### src/rtl/hdmi_period_scheduler.sv
// ---------------------------------------------------------------------------
// hdmi_period_scheduler
//
// Purpose:
//   Sits between the video timing generator and the three TMDS channel
//   encoders. Raw timing (de/hsync/vsync) and pixels are delayed by a fixed
//   lookahead so that, ahead of every active line that follows a long enough
//   blanking gap, an HDMI video preamble and a video guard band can be
//   inserted. For each encoder it selects the period type, the two control
//   bits and the 8-bit pixel data.
//
// Ports:
//   clk_i        pixel clock
//   rst_i        asynchronous reset, active-high
//   de_i         data enable from the timing generator
//   hsync_i      horizontal sync
//   vsync_i      vertical sync
//   rgb_i        pixel {R[23:16], G[15:8], B[7:0]}
//   data_type_o  period per channel, [0]=blue [1]=green [2]=red
//   c0_o         control bit c0 per channel
//   c1_o         control bit c1 per channel
//   data_o       8-bit data per channel, [0]=B [1]=G [2]=R
//   gap_err_o    one-cycle pulse: a line start was too close to the previous
//                line to carry a preamble and goes out as plain video
// ---------------------------------------------------------------------------

package hdmi_period_pkg;

  typedef enum logic [1:0] {
    CONTROL_PERIOD = 2'd0,
    VIDEO_PERIOD   = 2'd1,
    DATA_PERIOD    = 2'd2,
    AUDIO_PERIOD   = 2'd3
  } tmds_period_e;

  typedef logic [7:0] tmds_data_t;

endpackage

module hdmi_period_scheduler
  import hdmi_period_pkg::*;
#(
  parameter int HDMI_MODE    = 1,
  parameter int PREAMBLE_LEN = 8,
  parameter int GUARD_LEN    = 2
) (
  input  logic                  clk_i,
  input  logic                  rst_i,
  input  logic                  de_i,
  input  logic                  hsync_i,
  input  logic                  vsync_i,
  input  logic [23:0]           rgb_i,
  output tmds_period_e [2:0]    data_type_o,
  output logic [2:0]            c0_o,
  output logic [2:0]            c1_o,
  output tmds_data_t [2:0]      data_o,
  output logic                  gap_err_o
);

  localparam int LATENCY = PREAMBLE_LEN + GUARD_LEN + 1;
  // The output register supplies the last cycle of latency.
  localparam int DLY     = LATENCY - 1;
  localparam int GAP     = PREAMBLE_LEN + GUARD_LEN;
  localparam int LOW_W   = $clog2(GAP + 1);
  localparam int MAXLEN  = (PREAMBLE_LEN > GUARD_LEN) ? PREAMBLE_LEN : GUARD_LEN;
  localparam int CNT_W   = $clog2(MAXLEN + 1);
  localparam bit HDMI_EN = (HDMI_MODE != 0);

  localparam logic [LOW_W-1:0] GAP_MIN  = LOW_W'(GAP);
  localparam logic [CNT_W-1:0] PRE_LAST = CNT_W'(PREAMBLE_LEN - 1);
  localparam logic [CNT_W-1:0] GRD_LAST = CNT_W'(GUARD_LEN - 1);

  localparam logic [1:0] ST_IDLE  = 2'd0;
  localparam logic [1:0] ST_PRE   = 2'd1;
  localparam logic [1:0] ST_GUARD = 2'd2;

  typedef struct packed {
    logic        de;
    logic        hsync;
    logic        vsync;
    logic [23:0] rgb;
  } sample_t;

  sample_t            pipe_q [DLY];
  sample_t            tail;

  logic               dePrev_q;
  logic [LOW_W-1:0]   lowCnt_q, lowCnt_d;
  logic [1:0]         state_q, state_d;
  logic [CNT_W-1:0]   cnt_q, cnt_d;

  logic               risingEdge;
  logic               gapOk;
  logic               accept;
  logic               gapErr_d;

  tmds_period_e [2:0] dataType_q, dataType_d;
  logic [2:0]         c0_q, c0_d;
  logic [2:0]         c1_q, c1_d;
  tmds_data_t [2:0]   data_q, data_d;
  logic               gapErr_q;

  assign tail = pipe_q[DLY-1];

  // Line-start detection. Any rising edge inside the preamble/guard window
  // necessarily sees a short gap, so it is rejected by the gap test alone.
  assign risingEdge = de_i & ~dePrev_q;
  assign gapOk      = (lowCnt_q >= GAP_MIN);
  assign accept     = HDMI_EN & risingEdge & gapOk;
  assign gapErr_d   = HDMI_EN & risingEdge & ~gapOk;

  // Blanking-gap length, saturating once it is long enough for a preamble.
  always_comb begin
    lowCnt_d = lowCnt_q;
    if (de_i) begin
      lowCnt_d = '0;
    end else if (lowCnt_q != GAP_MIN) begin
      lowCnt_d = lowCnt_q + 1'b1;
    end
  end

  // Preamble/guard sequencer, started by an accepted line start.
  always_comb begin
    state_d = state_q;
    cnt_d   = cnt_q;
    case (state_q)
      ST_IDLE: begin
        if (accept) begin
          state_d = ST_PRE;
          cnt_d   = '0;
        end
      end
      ST_PRE: begin
        if (cnt_q == PRE_LAST) begin
          state_d = ST_GUARD;
          cnt_d   = '0;
        end else begin
          cnt_d = cnt_q + 1'b1;
        end
      end
      ST_GUARD: begin
        if (cnt_q == GRD_LAST) begin
          state_d = ST_IDLE;
          cnt_d   = '0;
        end else begin
          cnt_d = cnt_q + 1'b1;
        end
      end
      default: begin
        state_d = ST_IDLE;
        cnt_d   = '0;
      end
    endcase
  end

  // Output selection. The mux looks at the state being entered so the
  // preamble appears on the cycle right after the accepted line start.
  always_comb begin
    for (int i = 0; i < 3; i++) begin
      dataType_d[i] = CONTROL_PERIOD;
    end
    c0_d   = 3'b000;
    c1_d   = 3'b000;
    data_d = '0;
    if (tail.de) begin
      for (int i = 0; i < 3; i++) begin
        dataType_d[i] = VIDEO_PERIOD;
      end
      data_d[0] = tail.rgb[7:0];
      data_d[1] = tail.rgb[15:8];
      data_d[2] = tail.rgb[23:16];
    end else if (state_d == ST_PRE) begin
      c0_d = {1'b0, 1'b1, tail.hsync};
      c1_d = {1'b0, 1'b0, tail.vsync};
    end else if (state_d == ST_GUARD) begin
      dataType_d[0] = AUDIO_PERIOD;
      dataType_d[1] = DATA_PERIOD;
      dataType_d[2] = AUDIO_PERIOD;
    end else begin
      c0_d = {2'b00, tail.hsync};
      c1_d = {2'b00, tail.vsync};
    end
  end

  // Delay line and control state.
  always_ff @(posedge clk_i or posedge rst_i) begin
    if (rst_i) begin
      for (int i = 0; i < DLY; i++) begin
        pipe_q[i] <= '0;
      end
      dePrev_q <= 1'b0;
      lowCnt_q <= GAP_MIN;
      state_q  <= ST_IDLE;
      cnt_q    <= '0;
    end else begin
      pipe_q[0] <= '{de: de_i, hsync: hsync_i, vsync: vsync_i, rgb: rgb_i};
      for (int i = 1; i < DLY; i++) begin
        pipe_q[i] <= pipe_q[i-1];
      end
      dePrev_q <= de_i;
      lowCnt_q <= lowCnt_d;
      state_q  <= state_d;
      cnt_q    <= cnt_d;
    end
  end

  // Registered encoder controls.
  always_ff @(posedge clk_i or posedge rst_i) begin
    if (rst_i) begin
      for (int i = 0; i < 3; i++) begin
        dataType_q[i] <= CONTROL_PERIOD;
      end
      c0_q     <= 3'b000;
      c1_q     <= 3'b000;
      data_q   <= '0;
      gapErr_q <= 1'b0;
    end else begin
      dataType_q <= dataType_d;
      c0_q       <= c0_d;
      c1_q       <= c1_d;
      data_q     <= data_d;
      gapErr_q   <= gapErr_d;
    end
  end

  assign data_type_o = dataType_q;
  assign c0_o        = c0_q;
  assign c1_o        = c1_q;
  assign data_o      = data_q;
  assign gap_err_o   = gapErr_q;

endmodule

### config.mk
export PLATFORM = sky130hd
export DESIGN_NAME = hdmi_period_scheduler
export DESIGN_NICKNAME = d
export VERILOG_FILES = /design/src/rtl/hdmi_period_scheduler.sv
export SDC_FILE = /design/constraint.sdc
export NUM_CORES = 1
export LEC_CHECK = 0
export CAP_MARGIN = 20
export CORE_MARGIN = 2
export CORE_UTILIZATION = 45
export DETAILED_ROUTE_END_ITERATION = 12
export GPL_TIMING_DRIVEN = 1
export PLACE_DENSITY = 0.69
export SYNTH_ARGS = -nofsm -noshare
export SYNTH_HDL_FRONTEND = slang
export SYNTH_SLANG_ARGS = --single-unit
### constraint.sdc
create_clock -name clk_i -period 23.5 [get_ports clk_i]
set_input_delay 4.7 -clock clk_i [delete_from_list [all_inputs] [get_ports clk_i]]
set_output_delay 4.7 -clock clk_i [all_outputs]
set_load 0.01 [all_outputs]
== After elaboration in Yosys (flattened, before gate mapping) ==
Cells that the tools add are included.

* $lt $le $gt $ge: 1
* Eq/ne operators: 8
* Shift operators: 0
* Divide/modulo/power cells: 0
* $add $sub $neg: 2
* Bitwise operators: 5
* Reductions and logical operators: 2
* Multiplexer cells: 20
* $mul: 0

{| class="wikitable"
|+ Operators by type and width
! operator !! count
|-
| $mux W24 || 1
|-
| $mux W4 || 5
|-
| $mux W6 || 3
|-
| $pmux W4 S3 || 1
|-
| $mux W2 || 5
|-
| $add A4 B1 Y4 const B || 2
|-
| $pmux W2 S3 || 1
|-
| $eq A2 B1 Y1 const B || 2
|-
| $eq A2 B2 Y1 const B || 2
|-
| $eq A4 B1 Y1 const B || 1
|-
| $eq A4 B3 Y1 const B || 1
|-
| $ge A4 B4 Y1 const B || 1
|-
| $mux W1 || 4
|-
| $ne A4 B4 Y1 const B || 1
|-
| $and A1 B1 Y1 || 3
|-
| $logic_not A2 Y1 || 1
|-
| $ne A2 B2 Y1 const B || 1
|-
| $not A1 Y1 || 2
|-
| $reduce_bool A2 Y1 || 1
|}

* Memories kept: 0
* Output and inout bits: 37
* Flip-flop bits (word level): 317
* Memory bits (writable): 0
* Word-level logic and storage cells: 90
* Input port bits: 29
* ROM bits: 0
* Bits in latches: 0

== Longest topological paths before layout ==
Gate-level depths: netlist of the first run.

* Depth in word-level cells: 9
* Depth in mapped cells: 6
* Gate-level depth less buffers: 6

== Worst setup path after synthesis of the first run ==
No wires, ideal clock.

* Path type: input to register
* Start point: in de_i
* End point: reg cnt_q[3]
* Data arrival time: 5.578 ns
* Stages: 4
* Required time: 23.424 ns
* Library setup time: 0.076 ns
* Slack: 17.845 ns
* Path buffers: 0
* Path through: nand2b_1 > o21a_1 > or4_1 > o21ai_1

* Longest elaborated chain between the ends: 3

{| class="wikitable"
|+ RTL lines
! element !! line !! text
|-
| from (decl) || 49 || <nowiki>input logic de_i,</nowiki>
|-
| $and A1 B1 Y1 || 107 || <nowiki>assign risingEdge = de_i & ~dePrev_q;</nowiki>
|-
| $and A1 B1 Y1 || 109 || <nowiki>assign accept = HDMI_EN & risingEdge & gapOk;</nowiki>
|-
| $ne A2 B2 Y1 (no line) || -- ||
|-
| to (signal assigned) || 203 || <nowiki>cnt_q <= cnt_d;</nowiki>
|-
| to (decl) || 90 || <nowiki>logic [CNT_W-1:0] cnt_q, cnt_d;</nowiki>
|}

No other way between the ends.
A chain may end at the register's enable or synchronous reset.

==> summary.txt, run 1 <==
Nets: 537
Final Max Tran Viols: 0
drt drc: 0
clock sink count: 311
pwr dens: 100.2 nW/um^2
Logic pwr share: 0.028
chip height: 141.1 microns
Hold WC Path Type: register to register
RePlAce Congestion: 0.7361
final wirelength: 10310 microns
dominant synthesized flop cell: dfrtp_1
mux share of post-synthesis cell area: 0
Synth Area per Inst: 20.58 sq um
n_diodes: 0
Final min period: 6.124 ns
Post-Place Setup Slack: 16.49 ns
Largest stage delay, worst path: 0.55 ns
# setup viols final: 0
Yosys Warn Count: 0
Worst EP arrival: 1.42 ns
simple-gate portion of the synthesized area: 0.04112
largest net degree at the start of global routing: 142
H-tree depth: 1
routed length per instance: 13.70 microns
max-capacitance violation count: 0
Die X: 141.1 microns
dpl hpwl: 5494 microns
GR Overflow Total: 0
Slew headroom: 0.3896
adder-cell share of the synthesized area: 0.01183
worst skew pair latency: 0.53 ns
Area Overhead vs Synth: 21.79%
CTS root buf: clkbuf_16
TritonCTS Buffers: 28
number of post-CTS setup repair buffers: 0
Die ar.: 19910 sq um
Initial Util: 0.4553
Seq/Total Area, Yosys: 0.9203
ANT nets after route: 0
Worst Setup Start Kind: register
commonest non-fill, non-tap cell in the layout: dfrtp_1
core area: 18580 sq um
Worst-path clk slew: 0.06 ns
I/O Buffers: 62
setup_tns: 0 ns
number of synthesized register bits: 311
critical path's slowest cell: clkdlybuf4s50_1
DR vias: 3311
ys async rst share: 1.000
WP buf/inv: 1
Max VDD drop: 0.05368 mV
RSZ-0062 raised after global routing: no
initial antenna violation count: 0
xor/xnor share of the synthesized area: 0.002071
Achievable Freq: 0.1633 GHz
share of cells above drive strength 1: 0.1004
Worst Path Required: 18.80 ns
crit path capture type: primary output
Clock Tree Buf Depth: 3
number of hold buffers added after cts: 0
kind of critical path: register to primary output
Core Util, Final: 0.5545
Top Ports: 66
Synth Area in Compound Gates: 0.01449
status: completed
Cells after Synth: 411
Sequential Power Share: 0.553
main combinational cell family by area after synthesis: simple AND/OR/NAND/NOR gates
Final Hold Vio Count: 0
drt first pass iters: 4
post-synthesis cell type count: 38
synthesized area: 8459 sq um
worst-path maximum fanout: 3
# resized after CTS: 0
Switching Fraction: 0.1935
first-pass GRT wire length: 17380 microns
vias in the first global route: 3574
P_leak: 4.635 nW
critical path, cell by cell: clkdlybuf4s50_1
sw power: 0.0001997 W
total track usage: 0.1084
Pint: 0.0008322 W
number of synthesized flops with an enable pin: 0
Worst Tran Pin Value: 0.9155 ns
clock share of power: 0.419
Worst Skew: 0.01986 ns
TritonCTS clock tree: yes
DRT iter0 DRCs: 176
final period utilization: 0.2606
CP delay by family, top: buffers and inverters
DR vias/cell: 4.403
most frequent cells in the layout: dfrtp_1, clkdlybuf4s50_1, clkbuf_16, and2_1, ha_1
PnR worst setup slack: 17.38 ns
row cnt: 50
## cells by family after synthesis
family / count (synthesis)
xor+xnor: 2
compound gates: 19
simple gates: 54
flops: 311
buf+inv: 16
fa+ha+maj: 8
other cells: 1
## layout make-up
class	instances	area, sq um
clock inverters	5	52.55
flip-flops and latches	311	7785
inverters	7	33.78
clock buffers	43	848.3
fillers	1373	8278
repair buffers	66	690.7
well taps	234	292.8
multi-input cells	86	599.3
## per-layer routing
metal  wire length [microns]  vias up  track usage  share of wire
met5                       0        -            0              0
met4                     278        0      0.04158          0.027
met3                     653       30      0.02955          0.063
met2                    5141      116       0.1748           0.50
met1                    4231     1689       0.1428           0.41
li1                        -     1476            -              -
## sequential cells by signal, indices dropped and copies added (netlist names)
register     flops
state_q          2
data_o          24
cnt_q            4
dePrev_q         1
c0_o             2
pipe_q         269
c1_o             1
lowCnt_q         4
data_type_o      3
gap_err_o        1
## cells in the mapped netlist, types with 2 or more instances
cell | n | area share
or2_2 | 2 | 0.0015
nand2b_1 | 2 | 0.0015
dfstp_2 | 2 | 0.0062
nor2b_1 | 2 | 0.0015
nand2_1 | 2 | 0.00089
or4_1 | 2 | 0.0018
nand3_1 | 2 | 0.0012
o21ai_1 | 2 | 0.0012
a21o_1 | 2 | 0.0018
nor3b_1 | 2 | 0.0018
o31ai_1 | 2 | 0.0018
a21oi_1 | 4 | 0.0024
buf_4 | 6 | 0.0053
o21ai_0 | 2 | 0.0012
and2_1 | 24 | 0.018
ha_1 | 8 | 0.012
nor3_1 | 2 | 0.0012
inv_1 | 7 | 0.0031
nor2_1 | 5 | 0.0022
nor4b_1 | 2 | 0.0021
clkbuf_1 | 3 | 0.0013
dfrtp_1 | 309 | 0.91
a31oi_1 | 2 | 0.0015
## worst paths after layout
kind	from	to	slack [ns]	cells past startpoint
worst max-delay path	data_type_o[1]	data_type_o[3]	17.38	1
worst min-delay path	pipe_q[165]	pipe_q[138]	0.34	0
worst max register to register	state_q[0]	cnt_q[3]	21.29	6
worst min register to register	pipe_q[165]	pipe_q[138]	0.34	0
max in group asynchronous	rst_i	data_o[15]	17.60	4
min in group asynchronous	rst_i	pipe_q[260]	4.77	2
## power groups by stage
stage                     clock network, W   logic, W  registers [W]
final                             0.000432  0.0000290       0.000570
after global routing              0.000471  0.0000330       0.000573
after CTS                         0.000447  0.0000287       0.000571
after detailed placement                 0  0.0000286       0.000580
after global placement                   0  0.0000270       0.000578
after floorplan                          0  0.0000137       0.000579
## per-stage QoR
stage	total power, W	std cells	hold slack, ns	instance area, sq um
2_1_floorplan	0.0005926	413	0.3312	8467
3_3_place_gp	0.0006053	702	0.3311	9346
3_5_place_dp	0.0006090	702	0.3347	9346
4_1_cts	0.001047	750	0.3405	10250
5_1_grt	0.001077	752	0.3503	10300
6_report	0.001032	752	0.3393	10300
Note: power is estimated with default switching activity, not from simulation.
==> inputs of run 2 (changes only) <==
--- a/config.mk
+++ b/config.mk
@@ -10,7 +10,7 @@
 export CORE_UTILIZATION = 45
 export DETAILED_ROUTE_END_ITERATION = 12
 export GPL_TIMING_DRIVEN = 1
-export PLACE_DENSITY = 0.69
+export PLACE_DENSITY = 0.72
 export SYNTH_ARGS = -nofsm -noshare
 export SYNTH_HDL_FRONTEND = slang
 export SYNTH_SLANG_ARGS = --single-unit
==> constraint.sdc (replaced) <==
create_clock -name clk_i -period 5.6 [get_ports clk_i]
set_input_delay 1.12 -clock clk_i [delete_from_list [all_inputs] [get_ports clk_i]]
set_output_delay 1.12 -clock clk_i [all_outputs]
set_load 0.01 [all_outputs]
==> summary.txt, run 2 (synthesized netlist as in run 1, its figures left out) <==
crit path capture type: primary output
kind of critical path: register to primary output
Worst-path clk slew: 0.06 ns (about the same)
Final min period: 2.570 ns
row cnt: 50 (unchanged)
Final Hold Vio Count: 0 (unchanged)
max-capacitance violation count: 0 (unchanged)
most frequent cells in the layout: dfrtp_1, clkdlybuf4s50_1, clkbuf_16, and2_1, ha_1
DRT iter0 DRCs: 215 (+22%)
Die X: 141.1 microns (unchanged)
Multi-input gate area: 599.3 sq um (unchanged)
clock sink count: 311 (unchanged)
vias in the first global route: 3605 (+0.87%)
RSZ-0062 raised after global routing: no
setup_tns: 0 ns (unchanged)
Worst Skew: 0.009694 ns (-0.01017 ns)
sw power: 0.0008771 W (+340%)
H-tree depth: 1 (unchanged)
worst hold endpoint: pipe_q[182]
Area Overhead vs Synth: 22.60%
first-pass GRT wire length: 17770 microns (+2.3%)
Logic pwr share: 0.026 (-0.002)
drt drc: 0 (unchanged)
Worst Setup Start Kind: register
TritonCTS Buffers: 29 (+3.6%)
worst-path maximum fanout: 1 (-2)
core area: 18580 sq um (unchanged)
Slew headroom: 0.3697 (-0.01993)
number of hold buffers added after cts: 0 (unchanged)
share of cells above drive strength 1: 0.1060 (+0.005587)
DR vias: 3337 (+0.79%)
number of post-CTS setup repair buffers: 0 (unchanged)
worst skew pair latency: 0.53 ns (about the same)
worst r2r path cells: 6 (unchanged)
final period utilization: 0.4589
Non-Filler Instances: 753 (+0.13%)
# resized after CTS: 0 (unchanged)
Die ar.: 19910 sq um (unchanged)
Hold WS: 0.3438 ns (+0.004530 ns)
critical path's slowest cell: clkdlybuf4s50_1
Switching Fraction: 0.1947 (+0.001180)
reg-to-reg startpoint: state_q[0]
R2R Setup Slk: 3.39 ns (-17.90 ns)
P_leak: 4.664 nW (+0.63%)
Max VDD drop: 0.2387 mV (+340%)
RePlAce Congestion: 0.7347 (-0.19%)
number of flip-flops in the largest register: 269 (unchanged)
chip height: 141.1 microns (unchanged)
dpl hpwl: 5750 microns (+4.7%)
CP delay by family, top: buffers and inverters
HP Start: pipe_q[209]
# setup viols final: 0 (unchanged)
Largest stage delay, worst path: 0.55 ns (about the same)
worst hold stages: 0 (unchanged)
routed length per instance: 14.19 microns (+3.5%)
Clock Tree Buf Depth: 3 (unchanged)
Pint: 0.003628 W (+340%)
initial antenna violation count: 0 (unchanged)
GR Overflow Total: 0 (unchanged)
ANT nets after route: 0 (unchanged)
pwr dens: 434.4 nW/um^2 (+330%)
drt first pass iters: 4 (unchanged)
Worst Path Required: 4.48 ns (-14.32 ns)
status: completed
Achievable Freq: 0.3892 GHz
n_diodes: 0 (unchanged)
total track usage: 0.1124 (+0.003967)
Worst EP arrival: 1.45 ns (+0.03 ns)
DR vias/cell: 4.432 (+0.65%)
Largest Register: pipe_q
Final Max Tran Viols: 0 (unchanged)
CTS root buf: clkbuf_16
r2r endpoint: cnt_q[3]
Worst Tran Pin Value: 0.9454 ns (+0.02989 ns)
Top Ports: 66 (unchanged)
Hold WC Path Type: register to register
Nets: 536 (-0.19%)
Filler cells: 1343 (-2.2%)
Initial Util: 0.4553 (unchanged)
final wirelength: 10680 microns (+3.7%)
critical path, cell by cell: clkdlybuf4s50_1
I/O Buffers: 62 (unchanged)
largest net degree at the start of global routing: 192 (+35%)
commonest non-fill, non-tap cell in the layout: dfrtp_1
FF+latch area: 7785 sq um (unchanged)
TritonCTS clock tree: yes
WP buf/inv: 1 (unchanged)
DP Cell Count: 702 (unchanged)
Sequential Power Share: 0.532 (-0.021)
clock share of power: 0.442 (+0.023)
## run 2: area by class of cell
cell class,instances,area share
multi-input cells,86,0.05779
clock buffers,40,0.07974
flip-flops and latches,311,0.7506
well taps,234,0.02823
repair buffers,64,0.06370
clock inverters,11,0.01701
inverters,7,0.002895
## run 2: metal layers
layer	wire, microns	up-vias	GRT usage
met4	326	0	0.04737
met3	699	33	0.03159
met1	4286	1692	0.1452
met2	5372	128	0.1814
met5	0	-	0
li1	-	1484	-
## run 2: per-stage QoR
step	total power (W)	instance area [sq um]	setup WS [ns]	utilization
6_report	0.004505	10370	3.030	0.5582
5_1_grt	0.004693	10370	3.000	0.5582
4_1_cts	0.004569	10370	3.021	0.5582
3_5_place_dp	0.002560	9368	2.669	0.5042
3_3_place_gp	0.002541	9368	2.862	0.5042
2_1_floorplan	0.002488	8471	0.3407	-
## run 2: how the worst max path moves through the flow
stage	from	endpoint	slack, ns	depth (start not counted)
CTS	data_o[10]	data_o[10]	3.02	1
global placement	de_i	cnt_q[3]	2.86	5
floorplan	rst_i	c0_o[0]	0.34	1
global route	data_type_o[1]	data_type_o[3]	3.00	1
finish	data_o[0]	data_o[0]	3.03	1
detailed placement	de_i	c0_o[1]	2.67	5
## run 2: power groups by stage
stage                     Clock (W)  Sequential, W  Combinational (W)
after global routing        0.00215        0.00241           0.000135
after detailed placement          0        0.00244           0.000122
after global placement            0        0.00243           0.000114
final                       0.00199        0.00240           0.000119
after floorplan                   0        0.00243          0.0000579
after CTS                   0.00205        0.00240           0.000122
==> inputs of run 3 (changes only) <==
==> constraint.sdc (replaced) <==
create_clock -name clk_i -period 2.1 [get_ports clk_i]
set_input_delay 0.42 -clock clk_i [delete_from_list [all_inputs] [get_ports clk_i]]
set_output_delay 0.42 -clock clk_i [all_outputs]
set_load 0.01 [all_outputs]
==> summary.txt, run 3 (synthesized netlist as in run 1, its figures left out) <==
CP delay by family, top: simple AND/OR/NAND/NOR gates
H-tree depth: 1 (unchanged)
final wirelength: 10600 microns (-0.78%)
commonest non-fill, non-tap cell in the layout: dfrtp_1
initial antenna violation count: 0 (unchanged)
crit path capture type: register
RSZ-0062 raised after global routing: yes
CP Launch Point: state_q[0]
PnR worst setup slack: 0.003862 ns (-3.026 ns)
Worst Tran Pin Value: 0.8034 ns (-0.1420 ns)
Largest stage delay, worst path: 0.57 ns (+0.02 ns)
Worst-path clk slew: 0.06 ns (about the same)
Slew headroom: 0.4644 (+0.09470)
Power Total: 0.01185 W (+160%)
Final Hold Vio Count: 0 (unchanged)
Final Max Tran Viols: 0 (unchanged)
final period utilization: 0.9982
reg-to-reg startpoint: state_q[0]
TritonCTS Buffers: 30 (+3.4%)
CTS root buf: clkbuf_16
total track usage: 0.1176 (+0.005191)
# setup viols final: 0 (unchanged)
DRT iter0 DRCs: 161 (-25%)
max-capacitance violation count: 0 (unchanged)
Top Ports: 66 (unchanged)
Worst Setup Start Kind: register
Worst Skew: 0.008331 ns (-0.001363 ns)
TritonCTS clock tree: yes
Clock Tree Buf Depth: 3 (unchanged)
Die X: 141.1 microns (unchanged)
I/O Buffers: 62 (unchanged)
worst-path maximum fanout: 4 (+3)
drt first pass iters: 4 (unchanged)
Largest Register: pipe_q
number of flip-flops in the largest register: 269 (unchanged)
Final min period: 2.096 ns
Max VDD drop: 0.6674 mV (+180%)
RePlAce Congestion: 0.7051 (-4.0%)
WP buf/inv: 1 (unchanged)
GR Overflow Total: 0 (unchanged)
Hold WC Path Type: input port to async pin
most frequent cells in the layout: dfrtp_1, clkdlybuf4s50_1, clkbuf_16, and2_1, buf_4
Initial Util: 0.4553 (unchanged)
worst skew pair latency: 0.55 ns (+0.02 ns)
n_diodes: 0 (unchanged)
share of cells above drive strength 1: 0.1612 (+0.05520)
Die ar.: 19910 sq um (unchanged)
Worst Path Required: 2.57 ns (-1.91 ns)
clock sink count: 311 (unchanged)
chip height: 141.1 microns (unchanged)
Area Overhead vs Synth: 26.24%
vias in the first global route: 3897 (+8.1%)
Post-Place Setup Slack: -0.02144 ns (-2.691 ns)
first-pass GRT wire length: 18730 microns (+5.4%)
Worst EP arrival: 2.56 ns (+1.11 ns)
DR vias: 3493 (+4.7%)
pwr dens: 1110 nW/um^2 (+160%)
status: completed
ANT nets after route: 0 (unchanged)
core area: 18580 sq um (unchanged)
P_leak: 4.795 nW (+2.8%)
kind of critical path: register to register
critical path, cell by cell: inv_2 -> ha_4 -> and4bb_1 -> or4_4 -> or4_1 -> o21ai_1
Filler cells: 1347 (+0.30%)
critical path's slowest cell: or4_4
dpl hpwl: 6522 microns (+13%)
drt drc: 0 (unchanged)
DR vias/cell: 4.478 (+1.1%)
largest net degree at the start of global routing: 39 (-80%)
Nets: 563 (+5.0%)
Achievable Freq: 0.4771 GHz
routed length per instance: 13.59 microns (-4.2%)
row cnt: 50 (unchanged)
-- run 3: path summary, 6_finish.rpt --
path / end / slack (ns) / cells after the start
worst max-delay path: cnt_q[3] / 0.004 / 6
worst min-delay path: pipe_q[263] / 0.19 / 2
worst max register to register: cnt_q[3] / 0.004 / 6
worst min register to register: pipe_q[215] / 0.34 / 0
max in group asynchronous: data_o[18] / 1.17 / 3
min in group clk_i: pipe_q[245] / 0.30 / 1
-- run 3: layer usage --
layer  wire, microns  track usage
met4             463      0.05684
met3             690      0.03125
met2            5463       0.1970
met5               0            0
met1            3983       0.1431
-- run 3: repair_timing --
action / in CTS / in global routing
endpoints found under the setup margin: 6 / 9
setup buffers: 2 / 4
gates resized for setup: 0 / 16
hold buffers: 0 / 0
hold endpoints to repair: 0 / 0
pin swaps: 0 / 4
-- run 3: final cells by class --
cell class | instances | area [sq um] | share of cell area
clock buffers | 44 | 843.3 | 0.07897
clock inverters | 8 | 126.4 | 0.01183
well taps | 234 | 292.8 | 0.02742
multi-input cells | 86 | 656.9 | 0.06151
inverters | 7 | 30.03 | 0.002812
repair buffers | 90 | 943.4 | 0.08834
flip-flops and latches | 311 | 7786 | 0.7291
-- run 3: stage by stage --
step / setup TNS [ns] / cells / utilization / cell area, sq um / hold slack, ns
after floorplan: -762.61 / 413 / - / 8471 / 0.3312
after global placement: 0 / 722 / 0.5170 / 9605 / 0.3320
after detailed placement: -0.02589 / 722 / 0.5170 / 9605 / 0.3347
after CTS: -0.01590 / 776 / 0.5700 / 10590 / 0.1798
after global routing: -0.07798 / 780 / 0.5747 / 10680 / 0.2029
final: 0 / 780 / 0.5747 / 10680 / 0.1901
-- run 3: report_power, final --
group          internal [W]  switching [W]  total, W
Clock               0.00303        0.00204   0.00507
Combinational      0.000191       0.000200  0.000391
Sequential          0.00629      0.0000941   0.00639
